File: src/rtl/data_mem_arbiter.sv
// ---------------------------------------------------------------------------
// data_mem_arbiter
// Round-robin arbiter sharing the single data_ram port between the CPU data
// port (master 0) and a second bus master (master 1, e.g. DMA/debug loader).
// A grant is held from the sampled request until the RAM signals data_ready
// (or the granted master drops its request), then released for one IDLE cycle.
//
// Optional feature macro: MEM_ARB_TIMEOUT_EN
//   defined   : a watchdog aborts a transaction after TIMEOUT_CYCLES BUSY
//               cycles without data_ready and pulses the granted m*_err_o.
//   undefined : no watchdog; m*_err_o tied low; BUSY waits indefinitely.
//
// Ports:
//   clk, rst               clock, synchronous active-high reset
//   m{0,1}_ce_i            master request, held until m*_ready_o
//   m{0,1}_we/addr/sel/data_i  master write enable, address, byte sel, wdata
//   m{0,1}_data_o          master read data (valid with m*_ready_o)
//   m{0,1}_ready_o         master completion pulse
//   m{0,1}_err_o           master timeout pulse
//   ram_ce/we/addr/sel/data_o  RAM request side
//   ram_data_i, ram_data_ready RAM read data and completion
//   busy_o                 transaction in progress
//   gnt_o                  current or last grant index
//
// The RAM request and master response paths are combinational on the
// registered state so that a zero-wait RAM completes in the first BUSY cycle.
// ---------------------------------------------------------------------------
module data_mem_arbiter #(
  parameter int unsigned ADDR_W         = 32,
  parameter int unsigned DATA_W         = 32,
  parameter int unsigned TIMEOUT_CYCLES = 64
) (
  input  logic              clk,
  input  logic              rst,
  // master 0 (CPU data port)
  input  logic              m0_ce_i,
  input  logic              m0_we_i,
  input  logic [ADDR_W-1:0] m0_addr_i,
  input  logic [3:0]        m0_sel_i,
  input  logic [DATA_W-1:0] m0_data_i,
  output logic [DATA_W-1:0] m0_data_o,
  output logic              m0_ready_o,
  output logic              m0_err_o,
  // master 1 (secondary bus master)
  input  logic              m1_ce_i,
  input  logic              m1_we_i,
  input  logic [ADDR_W-1:0] m1_addr_i,
  input  logic [3:0]        m1_sel_i,
  input  logic [DATA_W-1:0] m1_data_i,
  output logic [DATA_W-1:0] m1_data_o,
  output logic              m1_ready_o,
  output logic              m1_err_o,
  // shared RAM port
  output logic              ram_ce_o,
  output logic              ram_we_o,
  output logic [ADDR_W-1:0] ram_addr_o,
  output logic [3:0]        ram_sel_o,
  output logic [DATA_W-1:0] ram_data_o,
  input  logic [DATA_W-1:0] ram_data_i,
  input  logic              ram_data_ready,
  // status
  output logic              busy_o,
  output logic              gnt_o
);

  localparam logic [0:0] ST_IDLE = 1'b0;
  localparam logic [0:0] ST_BUSY = 1'b1;

  logic [0:0] st_q, st_d;
  logic       gnt_q, gnt_d;
  logic       last_q, last_d;

  logic       is_busy;
  logic       gnt_ce;
  logic       rdy_hit;
  logic       abort_hit;
  logic       to_hit;

  // Request of whichever master currently holds the grant.
  assign is_busy   = (st_q == ST_BUSY);
  assign gnt_ce    = gnt_q ? m1_ce_i : m0_ce_i;
  // Completion only counts while the granted master still requests; a reset
  // in the same cycle drops the transaction without a ready pulse.
  assign rdy_hit   = is_busy & gnt_ce & ram_data_ready & ~rst;
  assign abort_hit = is_busy & ~gnt_ce;

`ifdef MEM_ARB_TIMEOUT_EN
  localparam int unsigned WDOG_W = $clog2(TIMEOUT_CYCLES + 1);

  logic [WDOG_W-1:0] wdog_q, wdog_d;

  // Watchdog expiry; a ready in the same cycle takes precedence.
  assign to_hit = is_busy & gnt_ce & ~ram_data_ready & ~rst &
                  (wdog_q == WDOG_W'(TIMEOUT_CYCLES - 1));

  // Watchdog next state: cleared on BUSY entry, counts BUSY cycles.
  always_comb begin
    wdog_d = wdog_q;
    if (!is_busy) begin
      wdog_d = '0;
    end else if (!ram_data_ready) begin
      wdog_d = wdog_q + WDOG_W'(1);
    end
  end

  // Watchdog register.
  always_ff @(posedge clk) begin
    if (rst) begin
      wdog_q <= '0;
    end else begin
      wdog_q <= wdog_d;
    end
  end
`else
  logic unused_timeout;

  assign to_hit         = 1'b0;
  assign unused_timeout = |32'(TIMEOUT_CYCLES);
`endif

  // State register.
  always_ff @(posedge clk) begin
    if (rst) begin
      st_q   <= ST_IDLE;
      gnt_q  <= 1'b0;
      last_q <= 1'b1;
    end else begin
      st_q   <= st_d;
      gnt_q  <= gnt_d;
      last_q <= last_d;
    end
  end

  // Next-state logic: round-robin pick in IDLE, release on ready/abort/timeout.
  always_comb begin
    st_d   = st_q;
    gnt_d  = gnt_q;
    last_d = last_q;
    case (st_q)
      ST_IDLE: begin
        if (m0_ce_i && m1_ce_i) begin
          // Contention: favour the master that was not served last.
          gnt_d = ~last_q;
          st_d  = ST_BUSY;
        end else if (m0_ce_i) begin
          gnt_d = 1'b0;
          st_d  = ST_BUSY;
        end else if (m1_ce_i) begin
          gnt_d = 1'b1;
          st_d  = ST_BUSY;
        end
      end
      ST_BUSY: begin
        if (rdy_hit || abort_hit || to_hit) begin
          st_d   = ST_IDLE;
          last_d = gnt_q;
        end
      end
      default: begin
        st_d = ST_IDLE;
      end
    endcase
  end

  // RAM request mux and per-master response routing.
  always_comb begin
    ram_ce_o   = 1'b0;
    ram_we_o   = 1'b0;
    ram_addr_o = '0;
    ram_sel_o  = '0;
    ram_data_o = '0;
    m0_ready_o = 1'b0;
    m0_data_o  = '0;
    m0_err_o   = 1'b0;
    m1_ready_o = 1'b0;
    m1_data_o  = '0;
    m1_err_o   = 1'b0;
    if (is_busy) begin
      // Chip enable follows the granted request so an abort drops it at once.
      ram_ce_o   = gnt_ce & ~to_hit;
      ram_we_o   = gnt_q ? m1_we_i   : m0_we_i;
      ram_addr_o = gnt_q ? m1_addr_i : m0_addr_i;
      ram_sel_o  = gnt_q ? m1_sel_i  : m0_sel_i;
      ram_data_o = gnt_q ? m1_data_i : m0_data_i;
      if (gnt_q) begin
        m1_ready_o = rdy_hit;
        m1_err_o   = to_hit;
        if (rdy_hit) begin
          m1_data_o = ram_data_i;
        end
      end else begin
        m0_ready_o = rdy_hit;
        m0_err_o   = to_hit;
        if (rdy_hit) begin
          m0_data_o = ram_data_i;
        end
      end
    end
  end

  assign busy_o = is_busy;
  assign gnt_o  = gnt_q;

endmodule

File: config.mk
export PLATFORM = sky130hd
export DESIGN_NAME = data_mem_arbiter
export DESIGN_NICKNAME = d
export VERILOG_FILES = /design/src/rtl/data_mem_arbiter.sv
export SDC_FILE = /design/constraint.sdc
export NUM_CORES = 1
export LEC_CHECK = 0
export CAP_MARGIN = 25
export CORE_AREA = 5 5 121 123
export CTS_CLUSTER_DIAMETER = 150
export DETAILED_ROUTE_END_ITERATION = 10
export DIE_AREA = 0 0 126 128
export PLACE_DENSITY_LB_ADDON = 0.08
export SLEW_MARGIN = 30
export SYNTH_ARGS = -nofsm -noshare
export SYNTH_HDL_FRONTEND = slang
export SYNTH_SLANG_ARGS = --single-unit
export TNS_END_PERCENT = 50
File: constraint.sdc
create_clock -name clk -period 1.4 [get_ports clk]
set_input_delay 0.14 -clock clk [delete_from_list [all_inputs] [get_ports clk]]
set_output_delay 0.14 -clock clk [all_outputs]
set_load 0.005 [all_outputs]
==> impl_metrics.py <==
metrics = {
    "finish": {
        "fin_cells": 776,
        "multi_input_area_um2": 1659,
        "seqCellArea_um2": 67.56,
        "nFillCells": 1404,
        "drive_gt1_share_pct": 43.29,
        "antenna_cells": 0,
        "nNetsFinal": 772,
        "areaGrowthSynthToFinish_pct": 230.7,
        "fin_area_um2": 5653,
    },
    "global_routing": {
        "antenna_found_initial": 0,
        "grt_max_degree": 24,
        "grt_usage_pct": 14.37,
        "grt_pass1_vias": 3500,
        "grt_overflow": 0,
        "grt_pass1_wl_mm": 18.44,
    },
    "logic_synthesis": {
        "synthSimpleGateAreaFrac_pct": 43.19,
        "synth_top_flop_cell": "dfxtp_1",
        "synth_largest_area_cell": "mux2i_1",
        "yosys.area_share.adder_pct": 0,
        "synthArstFlopShare_pct": 0,
        "synth_top_family_by_area": "simple AND/OR/NAND/NOR gates",
        "synth-seq-cells": 3,
        "synth.most_common_cell": "nor2_1",
        "synth.area.mux_share_pct": 40.41,
        "syn_area_um2": 1709,
        "synthXorXnorAreaFrac_pct": 0,
        "synth-compound-area-share_pct": 2.709,
        "synth_edf_count": 0,
        "netlist_instances": 251,
        "synth_top_area_share_pct": 40.41,
        "synth_commonest_cells": "nor2_1 (70), mux2i_1 (69), and2_1 (64)",
        "avgSynthCellArea_um2": 6.809,
        "synth_area_leaders": "mux2i_1 (40%), and2_1 (23%), nor2_1 (15%)",
        "ys_seq_area_share_pct": 3.514,
        "yosysWarnings": 0,
        "ys_types": 22,
    },
    "status": {
        "violations": "setup timing",
        "status": "finished, violations left",
    },
    "sta": {
        "rsz0062_at_grt": "true",
        "drv_slew": 0,
        "fin_crit_sh_pct": 115.4,
        "report.final.hold_viol_count": 0,
        "period_minus_slack_ns": 1.615,
        "finClkSkew_ns": 0.003099,
        "setup-violations-final": 131,
        "fin_ws_ns": -0.2152,
        "fmax_ghz": 0.6191,
    },
    "die": {
        "dieWidth_um": 126,
        "ios": 315,
        "die_h_um": 128,
        "rows": 43,
        "die-area_um2": 16130,
        "initial_utilization_pct": 12.61,
        "fp.coreArea_um2": 13560,
    },
    "clocking": {
        "cts_buffer_depth": 2,
        "cts_buffers": 3,
        "cts_sinks": 3,
        "path_clk_slew_ns": 0.03,
        "clock-root-buffer": "clkbuf_16",
        "htreeDepth": 1,
        "clk-insertion-delay-late_ns": 0.22,
        "cts_tree": "yes",
    },
    "min_path": {
        "worstHoldPathType": "input port to flip-flop",
    },
    "place": {
        "dp.cells": 738,
        "placed_cell_area_um2": 5092,
        "io_buffers": 312,
        "dp_hpwl_mm": 9.424,
        "gp_congestion": 0.7634,
        "place_ws_ns": -0.6011,
    },
    "setup_path": {
        "cp_max_fo": 6,
        "crit_path_end_kind": "primary output",
        "cp-start-kind": "flip-flop",
        "setup.worst_path.class": "flip-flop to primary output",
        "critical_path_arrival_ns": 1.48,
        "required_ns": 1.26,
    },
    "power_and_ir_drop": {
        "p_per_area_nw_per_um2": 348.3,
        "ir_worst_vdd_uv": 243.4,
        "p_leak_nw": 2.562,
    },
    "route": {
        "drc": 0,
        "drtPass1Iterations": 4,
        "ant_nets": 0,
        "drt-total-wl_mm": 12.71,
        "vias": 3099,
        "detail_route.wl_per_cell_um": 16.38,
        "viasPerCell": 3.994,
        "initialDrtViolationCount": 44,
    },
    "run": {
        "max_cap_violations": 0,
    },
}
## cell usage in the layout, fill, tap and decap left out, drive strengths merged, types with 3 or more instances in the layout
master,netlist,routed
buf,12,164
nor2,71,71
clkdlybuf4s15,0,3
nand2,3,3
o21ai,4,4
and2,64,64
dfxtp,3,3
clkdlybuf4s50,0,170
clkbuf,11,20
dlygate4sd2,0,9
mux2i,69,69
## flip-flops by register name, summed over array words and instances (netlist names)
name,flops
last_q,1
gnt_o,1
busy_o,1
## logic make-up (layout without fill, tap and decap cells)
family,count (synthesis),after routing
AOI/OAI and AO/OA,8,8
muxes,69,69
buffers and inverters,25,369
DFF,3,3
and+or+nand+nor,145,145
other,1,2
## per-layer routing
layer	part of all wire (%)	global-route usage, %	wire length, um
met1	33	13.51	4135
met2	55	28.42	7035
met3	10	5.875	1306
met4	1.8	4.038	230
met5	0	0	0
## stage by stage
step | hold slack [ns] | util, % | setup TNS, ns | power [W]
final | 0.3231 | 41.69 | -16.70 | 0.001969
after global routing | 0.3413 | 41.69 | -25.87 | 0.002098
after CTS | 0.3340 | 41.28 | -20.22 | 0.001997
after detailed placement | 0.5043 | 37.56 | -47.22 | 0.001408
after global placement | 0.4853 | 37.56 | -46.32 | 0.001400
after floorplan | 0.2091 | - | 0 | 0.0005070
## worst max-delay path: stages (launching register included)
cell and delay (ns):
dfxtp_4 0.34, nand3b_4 0.08, buf_6 0.12, nor2_4 0.22, buf_12 0.15, buf_8 0.10, and2_4 0.14, buf_6 0.09
## repair_timing
| item | in CTS | in global routing |
|---|---|---|
| hold buffers | 0 | 0 |
| setup endpoints to repair | 138 | 134 |
| cloned | 13 | 2 |
| buffers inserted | 22 | 7 |
| resized for setup | 609 | 96 |
| pin swaps | 45 | 21 |
## worst paths after layout
check / from / endpoint / slack, ns / depth (start not counted)
max: busy_o / m1_data_o[18] / -0.22 / 7
min: rst / gnt_o / 0.32 / 3
max reg2reg: gnt_o / last_q / 0.06 / 6
min reg2reg: last_q / last_q / 0.48 / 2
## final cells by class
cell class | count | share of cell area (%)
timing repair buffer | 363 | 63.81
clock buffer | 4 | 1.394
multi-input combinational | 224 | 29.35
sequential | 3 | 1.195
tap | 180 | 3.984
inverter | 2 | 0.2656
## report_power, final
part | switching [W] | total, W | internal, W | leakage, nW
Sequential | 0.00000754 | 0.000100 | 0.0000928 | 0.0261
Combinational | 0.000480 | 0.00141 | 0.000932 | 2.50
Clock | 0.0000797 | 0.000456 | 0.000376 | 0.0382
Power figures use the tool's default switching activity.
